## config.mk

```make
export PLATFORM = sky130hd
export DESIGN_NAME = output_row_scheduler
export DESIGN_NICKNAME = d
export VERILOG_FILES = /design/src/rtl/output_row_scheduler_pkg.sv /design/src/rtl/output_row_scheduler_addr_gen.sv /design/src/rtl/output_row_scheduler.sv
export SDC_FILE = /design/constraint.sdc
export NUM_CORES = 1
export LEC_CHECK = 0
export ABC_CLOCK_PERIOD_IN_PS = 2650
export BUFFER_PORTS_ARGS = -buffer_cell sky130_fd_sc_hd__buf_2
export CAP_MARGIN = 5
export CORE_UTILIZATION = 53
export CTS_BUF_LIST = sky130_fd_sc_hd__clkbuf_2 sky130_fd_sc_hd__clkbuf_4 sky130_fd_sc_hd__clkbuf_8
export CTS_CLUSTER_DIAMETER = 100
export DETAILED_ROUTE_END_ITERATION = 8
export PLACE_DENSITY = 0.79
export SETUP_SLACK_MARGIN = 0.1
export SLEW_MARGIN = 15
export SYNTH_ARGS = -nofsm -noshare
export SYNTH_HDL_FRONTEND = slang
export SYNTH_SLANG_ARGS = --single-unit
```

## constraint.sdc

```tcl
create_clock -name CLK -period 2.65 [get_ports CLK]
set_input_delay 0.53 -clock CLK [delete_from_list [all_inputs] [get_ports CLK]]
set_output_delay 0.53 -clock CLK [all_outputs]
set_load 0.02 [all_outputs]
```

## src/rtl/output_row_scheduler_pkg.sv

```systemverilog
// -----------------------------------------------------------------------------
// out_sched_pkg
// Shared definitions for the output write-back row scheduler:
//   - default widths for address, COUNTER0, row-group count and enable-control
//   - scheduler state encoding
//   - length of the guard window after a sender accepts a request, during
//     which the sender's busy flag is not yet meaningful
// -----------------------------------------------------------------------------
package out_sched_pkg;

    localparam int AW_DEF = 16;   // write-address width
    localparam int CW_DEF = 8;    // COUNTER0 width
    localparam int RW_DEF = 8;    // row-group count width
    localparam int EW_DEF = 6;    // OUTPUT_EN_CTRL width

    // Cycles after acceptance in which sender busy is ignored.
    localparam int GUARD_CYCLES = 1;
    localparam int GUARD_W      = 2;
    localparam logic [GUARD_W-1:0] GUARD_LOAD = GUARD_W'(GUARD_CYCLES);

    typedef enum logic [2:0] {
        ST_IDLE      = 3'd0,
        ST_ISSUE     = 3'd1,
        ST_WAIT_DONE = 3'd2,
        ST_NEXT      = 3'd3,
        ST_DRAIN     = 3'd4,
        ST_DONE      = 3'd5
    } sched_state_t;

endpackage

```

## src/rtl/output_row_scheduler_addr_gen.sv

```systemverilog
// -----------------------------------------------------------------------------
// output_addr_gen
// Per-group write address and enable-control generator. i_load copies the
// group-0 values in; i_advance steps to the next group (address += stride,
// enable-control += 1, both wrapping silently at their width).
// Ports:
//   CLK, RSTL          clock, asynchronous active-low reset
//   i_load             load i_base / i_ctrl (has priority over i_advance)
//   i_advance          advance to the next row-group
//   i_base, i_stride   group-0 address and per-group increment
//   i_ctrl             group-0 enable-control
//   o_addr, o_ctrl     current group address and enable-control (registered)
// -----------------------------------------------------------------------------
module output_addr_gen
    import out_sched_pkg::*;
#(
    parameter int AW = AW_DEF,
    parameter int EW = EW_DEF
)(
    input  logic          CLK,
    input  logic          RSTL,
    input  logic          i_load,
    input  logic          i_advance,
    input  logic [AW-1:0] i_base,
    input  logic [AW-1:0] i_stride,
    input  logic [EW-1:0] i_ctrl,
    output logic [AW-1:0] o_addr,
    output logic [EW-1:0] o_ctrl
);

    logic [AW-1:0] r_addr;
    logic [EW-1:0] r_ctrl;

    always_ff @(posedge CLK or negedge RSTL) begin
        if (!RSTL) begin
            r_addr <= '0;
            r_ctrl <= '0;
        end else if (i_load) begin
            r_addr <= i_base;
            r_ctrl <= i_ctrl;
        end else if (i_advance) begin
            r_addr <= r_addr + i_stride;
            r_ctrl <= r_ctrl + EW'(1);
        end
    end

    assign o_addr = r_addr;
    assign o_ctrl = r_ctrl;

endmodule

```

## src/rtl/output_row_scheduler.sv

```systemverilog
// -----------------------------------------------------------------------------
// output_row_scheduler
// Sequences the output write-back of a layer: one start request per row-group
// to either the pooled sender or the plain sender, waiting for each sender run
// to finish before stepping address / enable-control to the next group.
// Ports:
//   CLK, RSTL                    clock, asynchronous active-low reset
//   CFG_START                    start pulse, latches all CFG_* (IDLE only)
//   CFG_POOL/ROWS/COUNT/BASE/STRIDE/CTRL   layer configuration
//   ABORT                        synchronous abort of the running layer
//   MODULE_BUSY                  shared-memory busy; blocks request acceptance
//   POOL_BUSY, SEND_BUSY         busy flags of the pooled / plain sender
//   OUTPUT_SEND_POOL, OUTPUT_SEND  level requests, held until accepted
//   COUNTER0, WADDRX_I, OUTPUT_EN_CTRL_I, ROW_IDX   per-group sender inputs
//   SCHED_BUSY                   layer in progress
//   SCHED_DONE                   one-cycle pulse on normal completion
// All outputs are registered.
// -----------------------------------------------------------------------------
module output_row_scheduler
    import out_sched_pkg::*;
#(
    parameter int AW = AW_DEF,
    parameter int CW = CW_DEF,
    parameter int RW = RW_DEF,
    parameter int EW = EW_DEF
)(
    input  logic          CLK,
    input  logic          RSTL,
    input  logic          CFG_START,
    input  logic          CFG_POOL,
    input  logic [RW-1:0] CFG_ROWS,
    input  logic [CW-1:0] CFG_COUNT,
    input  logic [AW-1:0] CFG_BASE,
    input  logic [AW-1:0] CFG_STRIDE,
    input  logic [EW-1:0] CFG_CTRL,
    input  logic          ABORT,
    input  logic          MODULE_BUSY,
    input  logic          POOL_BUSY,
    input  logic          SEND_BUSY,
    output logic          OUTPUT_SEND_POOL,
    output logic          OUTPUT_SEND,
    output logic [CW-1:0] COUNTER0,
    output logic [AW-1:0] WADDRX_I,
    output logic [EW-1:0] OUTPUT_EN_CTRL_I,
    output logic [RW-1:0] ROW_IDX,
    output logic          SCHED_BUSY,
    output logic          SCHED_DONE
);

    sched_state_t        r_state, w_state_next;
    logic                r_pool;
    logic [RW-1:0]       r_rows;
    logic [CW-1:0]       r_count;
    logic [AW-1:0]       r_stride;
    logic [RW-1:0]       r_row_idx;
    logic [GUARD_W-1:0]  r_guard, w_guard_next;
    logic                r_req_pool, r_req_send;
    logic                r_busy, r_done;

    logic                w_req, w_accept, w_sel_busy, w_start_acc;
    logic                w_req_next, w_pool_sel, w_load, w_advance;
    logic [RW-1:0]       w_row_inc;

    assign w_req      = r_req_pool | r_req_send;
    // Same acceptance rule the senders apply, so both sides agree on the cycle.
    assign w_accept   = w_req & ~MODULE_BUSY;
    assign w_sel_busy = r_pool ? POOL_BUSY : SEND_BUSY;
    // SCHED_BUSY stays high for the cycle SCHED_DONE pulses, so a start in that
    // cycle is ignored as well.
    assign w_start_acc = (r_state == ST_IDLE) && CFG_START && !r_busy;
    assign w_row_inc  = r_row_idx + RW'(1);
    assign w_pool_sel = w_load ? CFG_POOL : r_pool;

    always_comb begin
        w_state_next = r_state;
        w_guard_next = r_guard;
        w_req_next   = 1'b0;
        w_load       = 1'b0;
        w_advance    = 1'b0;
        case (r_state)
            ST_IDLE: begin
                if (w_start_acc) begin
                    w_load = 1'b1;
                    if (CFG_ROWS == '0) begin
                        w_state_next = ST_DONE;
                    end else begin
                        w_state_next = ST_ISSUE;
                        w_req_next   = 1'b1;
                    end
                end
            end
            ST_ISSUE: begin
                if (w_accept) begin
                    // The sender has started even if ABORT arrives now, so its
                    // run must be drained before going idle.
                    w_guard_next = GUARD_LOAD;
                    w_state_next = ABORT ? ST_DRAIN : ST_WAIT_DONE;
                end else if (ABORT) begin
                    w_state_next = ST_IDLE;
                end else begin
                    w_req_next = 1'b1;
                end
            end
            ST_WAIT_DONE: begin
                if (r_guard != '0)
                    w_guard_next = r_guard - GUARD_W'(1);
                if (ABORT)
                    w_state_next = ST_DRAIN;
                else if (r_guard == '0 && !w_sel_busy)
                    w_state_next = ST_NEXT;
            end
            ST_DRAIN: begin
                if (r_guard != '0)
                    w_guard_next = r_guard - GUARD_W'(1);
                else if (!w_sel_busy)
                    w_state_next = ST_IDLE;
            end
            ST_NEXT: begin
                if (ABORT) begin
                    w_state_next = ST_IDLE;
                end else begin
                    w_advance = 1'b1;
                    if (w_row_inc == r_rows) begin
                        w_state_next = ST_DONE;
                    end else begin
                        w_state_next = ST_ISSUE;
                        w_req_next   = 1'b1;
                    end
                end
            end
            ST_DONE: begin
                w_state_next = ST_IDLE;
            end
            default: begin
                w_state_next = ST_IDLE;
            end
        endcase
    end

    always_ff @(posedge CLK or negedge RSTL) begin
        if (!RSTL) begin
            r_state    <= ST_IDLE;
            r_pool     <= 1'b0;
            r_rows     <= '0;
            r_count    <= '0;
            r_stride   <= '0;
            r_row_idx  <= '0;
            r_guard    <= '0;
            r_req_pool <= 1'b0;
            r_req_send <= 1'b0;
            r_busy     <= 1'b0;
            r_done     <= 1'b0;
        end else begin
            r_state    <= w_state_next;
            r_guard    <= w_guard_next;
            r_req_pool <= w_req_next & w_pool_sel;
            r_req_send <= w_req_next & ~w_pool_sel;
            r_busy     <= (w_state_next != ST_IDLE) || (r_state == ST_DONE);
            r_done     <= (r_state == ST_DONE);
            if (w_load) begin
                r_pool    <= CFG_POOL;
                r_rows    <= CFG_ROWS;
                r_count   <= CFG_COUNT;
                r_stride  <= CFG_STRIDE;
                r_row_idx <= '0;
            end else if (w_advance) begin
                r_row_idx <= w_row_inc;
            end
        end
    end

    output_addr_gen #(
        .AW (AW),
        .EW (EW)
    ) u_addr_gen (
        .CLK       (CLK),
        .RSTL      (RSTL),
        .i_load    (w_load),
        .i_advance (w_advance),
        .i_base    (CFG_BASE),
        .i_stride  (r_stride),
        .i_ctrl    (CFG_CTRL),
        .o_addr    (WADDRX_I),
        .o_ctrl    (OUTPUT_EN_CTRL_I)
    );

    assign OUTPUT_SEND_POOL = r_req_pool;
    assign OUTPUT_SEND      = r_req_send;
    assign COUNTER0         = r_count;
    assign ROW_IDX          = r_row_idx;
    assign SCHED_BUSY       = r_busy;
    assign SCHED_DONE       = r_done;

endmodule

```

==> flow_summary.json <==
{
  "io-pin-count": 104,
  "async_flop_share": 1.000,
  "flow.area_growth_from_synthesis_pct": 20.94,
  "postSynthRegisterBits": 72,
  "timing.critical_path.arrival_ns": 2.61,
  "post_layout_nonfiller_instances": 657,
  "postCtsSetupBuffers": 0,
  "setup_repair_after_global_routing_missed_its_margin": "no",
  "peak_supply_drop_mv": 0.6755,
  "syn-num-nets": 536,
  "min_period_over_period": 0.9022,
  "avgSynthCellArea_um2": 8.747,
  "grt_antenna_before_repair": 0,
  "worst-r2r-setup-slack_ns": 0.26,
  "grt_first_pass_wirelength_mm": 14.86,
  "port_buffers": 103,
  "max_slew.worst_pin.slew_ns": 0.8969,
  "post-synth-top-count-cell": "nand2_1",
  "detailed_place_hpwl_mm": 6.522,
  "cts_made_buffers": 9,
  "hold_viol": 0,
  "total_of_endpoints_with_negative_setup_slack_in_the_final_report": 0,
  "grt_usage": 0.2489,
  "timing.rr.start": "u_addr_gen.o_addr[0]",
  "regArea_um2": 1802,
  "power_per_cell_area_nw_per_um2": 1254,
  "clockRootBuffer": "clkbuf_8",
  "wl_cell_um": 14.25,
  "cts.sink_count": 72,
  "synth-edff-count": 0,
  "grt_max_degree": 73,
  "die_w_um": 88.66,
  "timing.reg2reg.worst_path_depth": 10,
  "cts_tree": "yes",
  "die_h_um": 88.66,
  "place_area_um2": 4588,
  "multiInputGateArea_um2": 2047,
  "worstSetupPathType": "reg -> reg",
  "ys_seq_area_frac": 0.4527,
  "number_of_global_route_vias_before_repair": 3247,
  "cp.required_ns": 2.87,
  "cts_max_path_buffers": 2,
  "p_leak_uw": 0.002490,
  "synth-warning-count": 0,
  "vias": 3549,
  "clk-insertion-delay-late_ns": 0.34,
  "dr.first_iter.drc_count": 196,
  "drt_wl_total_mm": 9.364,
  "layout.nets": 634,
  "design_area_um2": 4813,
  "ys.flop_type": "dfrtp_1",
  "h-tree-depth": 3,
  "min_path_type": "in -> async",
  "nFillCells": 623,
  "area_share_of_the_largest_cell_type_after_synthesis": 0.4527,
  "avgViaCountPerCell": 5.402,
  "skew_ns": 0.004611,
  "max_freq_ghz": 0.4183,
  "timing.critical_path.to": "u_addr_gen.o_addr[14]",
  "drt-pass1-iter-count": 4,
  "critical_path.reg2reg.endpoint": "u_addr_gen.o_addr[14]",
  "final-max-slew-violation-count": 0,
  "yosys-top-cells-count": "133 x nand2_1, 72 x dfrtp_1, 31 x o21ai_0, 25 x nor2_1, 18 x ha_1",
  "critical_path.startpoint": "u_addr_gen.o_addr[0]",
  "synth_top_cell_by_area": "dfrtp_1",
  "drc_errors": 0,
  "synth_cell_type_count": 57,
  "core-area_um2": 7253,
  "design.die.area_um2": 7860,
  "finalCriticalPeriod_ns": 2.391,
  "crit_path_max_fanout": 3,
  "max_cap_viol_count": 0,
  "finalWeightedCongestion": 0.8586,
  "grt_overflow_total": 0,
  "post_synth_main_area_contributors": "dfrtp_1 45%, nand2_1 13%, ha_1 5.7%, o21ai_0 3.9%, xor2_1 2.6%",
  "worstSetupEndpointType": "flop",
  "status": "finished clean",
  "netlist_area_um2": 3980,
  "cts-resized-gates": 0,
  "clk_pin_slew_ns": 0.07,
  "slew-limit-headroom": 0.4021,
  "n_antenna_cell": 0,
  "crit_path_start_kind": "flop",
  "postCtsHoldBufs": 0,
  "netlist_instances": 455,
  "antenna_left": 0,
  "post-place-cells": 641,
  "rows": 31,
  "initial_core_util": 0.5487,
  "final.setup.tns_ns": 0,
  "fraction_of_final_layout_cells_with_drive_strength_greater_than_1": 0.2545
}
## logic make-up after synthesis
| logic type | after synthesis | synth area share |
|---|---|---|
| simple gates | 207 | 0.2254 |
| compound gates | 93 | 0.1591 |
| flops | 72 | 0.4527 |
| buf+inv | 35 | 0.03521 |
| xor+xnor | 23 | 0.05061 |
| fa+ha+maj | 19 | 0.06162 |
| mux | 6 | 0.01540 |
## metal layers
metal,share of wire,vias to the layer above,track usage,wire length [um]
li1,-,1767,-,-
met3,0.039,4,0.06063,361
met1,0.45,1693,0.3023,4200
met4,0.0053,0,0.06012,50
met5,0,-,0,0
met2,0.51,85,0.4448,4751
## through the flow
stage	hold WS [ns]	worst slack [ns]	util	total power (uW)
5_1_grt	0.3610	0.1163	0.6636	6562
3_5_place_dp	0.4636	0.3003	0.6326	5054
6_report	0.3059	0.2592	0.6636	6037
4_1_cts	0.3427	0.2778	0.6636	6076
2_1_floorplan	0.2344	0.3341	-	4239
3_3_place_gp	0.4539	0.3364	0.6326	4954
## report_power, final
group	leakage, uW	total (uW)	internal [uW]	switching (uW)
Clock	0.000118	978	587	391
Sequential	0.000906	1930	1560	365
Combinational	0.00147	3130	1250	1880
Total	0.00249	6040	3400	2630
## flip-flops by register name, indices dropped and copies added, names as in the netlist
name / cells
COUNTER0: 8
OUTPUT_SEND: 1
OUTPUT_SEND_POOL: 1
ROW_IDX: 8
SCHED_BUSY: 1
SCHED_DONE: 1
r_guard: 2
r_pool: 1
r_rows: 8
r_state: 3
r_stride: 16
u_addr_gen.o_addr: 16
u_addr_gen.o_ctrl: 6
## layout make-up
class                           instances  area share
Sequential cell                        72      0.3743
Clock inverter                          3     0.01352
Clock buffer                           13     0.03327
Inverter                               12    0.009358
Timing Repair Buffer                  110      0.1185
Multi-Input combinational cell        348      0.4253
Tap cell                               99     0.02573
## critical path: stages (launching register included)
cell     delay (ns)
dfrtp_1        0.39
ha_1           0.23
inv_1          0.07
fa_1           0.24
nor2b_4        0.06
o21ai_2        0.12
a21oi_1        0.11
or4_4          0.46
a31oi_2        0.30
mux2i_1        0.22
nand2_1        0.06
## cell usage in the layout, fill, tap and decap left out, types with 2 or more instances in the layout
cell / instances
bufinv_16: 2
clkbuf_8: 10
a221o_1: 3
nand2b_1: 3
nand4_1: 2
buf_4: 8
a221oi_1: 2
o21ai_0: 31
xor2_1: 12
a31oi_1: 2
nand3_1: 15
and3_1: 7
xnor2_1: 11
buf_2: 102
inv_1: 12
and2_1: 2
dfrtp_1: 72
nand2_1: 133
nor2_1: 24
nor3_1: 6
a21oi_1: 12
nor2_2: 2
o21bai_1: 2
ha_1: 18
o211ai_1: 4
o21ai_2: 3
o31ai_1: 3
a211oi_1: 4
a22oi_1: 10
clkbuf_4: 3
mux2i_1: 5
nor4_1: 3
## worst min-delay path by stage
stage,end,start,slack [ns]
after floorplan,COUNTER0[0],RSTL,0.23
after global placement,COUNTER0[3],COUNTER0[3],0.45
after detailed placement,COUNTER0[1],COUNTER0[1],0.46
after CTS,SCHED_DONE,RSTL,0.34
after global routing,r_stride[10],CFG_STRIDE[10],0.36
final,COUNTER0[6],RSTL,0.31
Power figures use the tool's default switching activity.
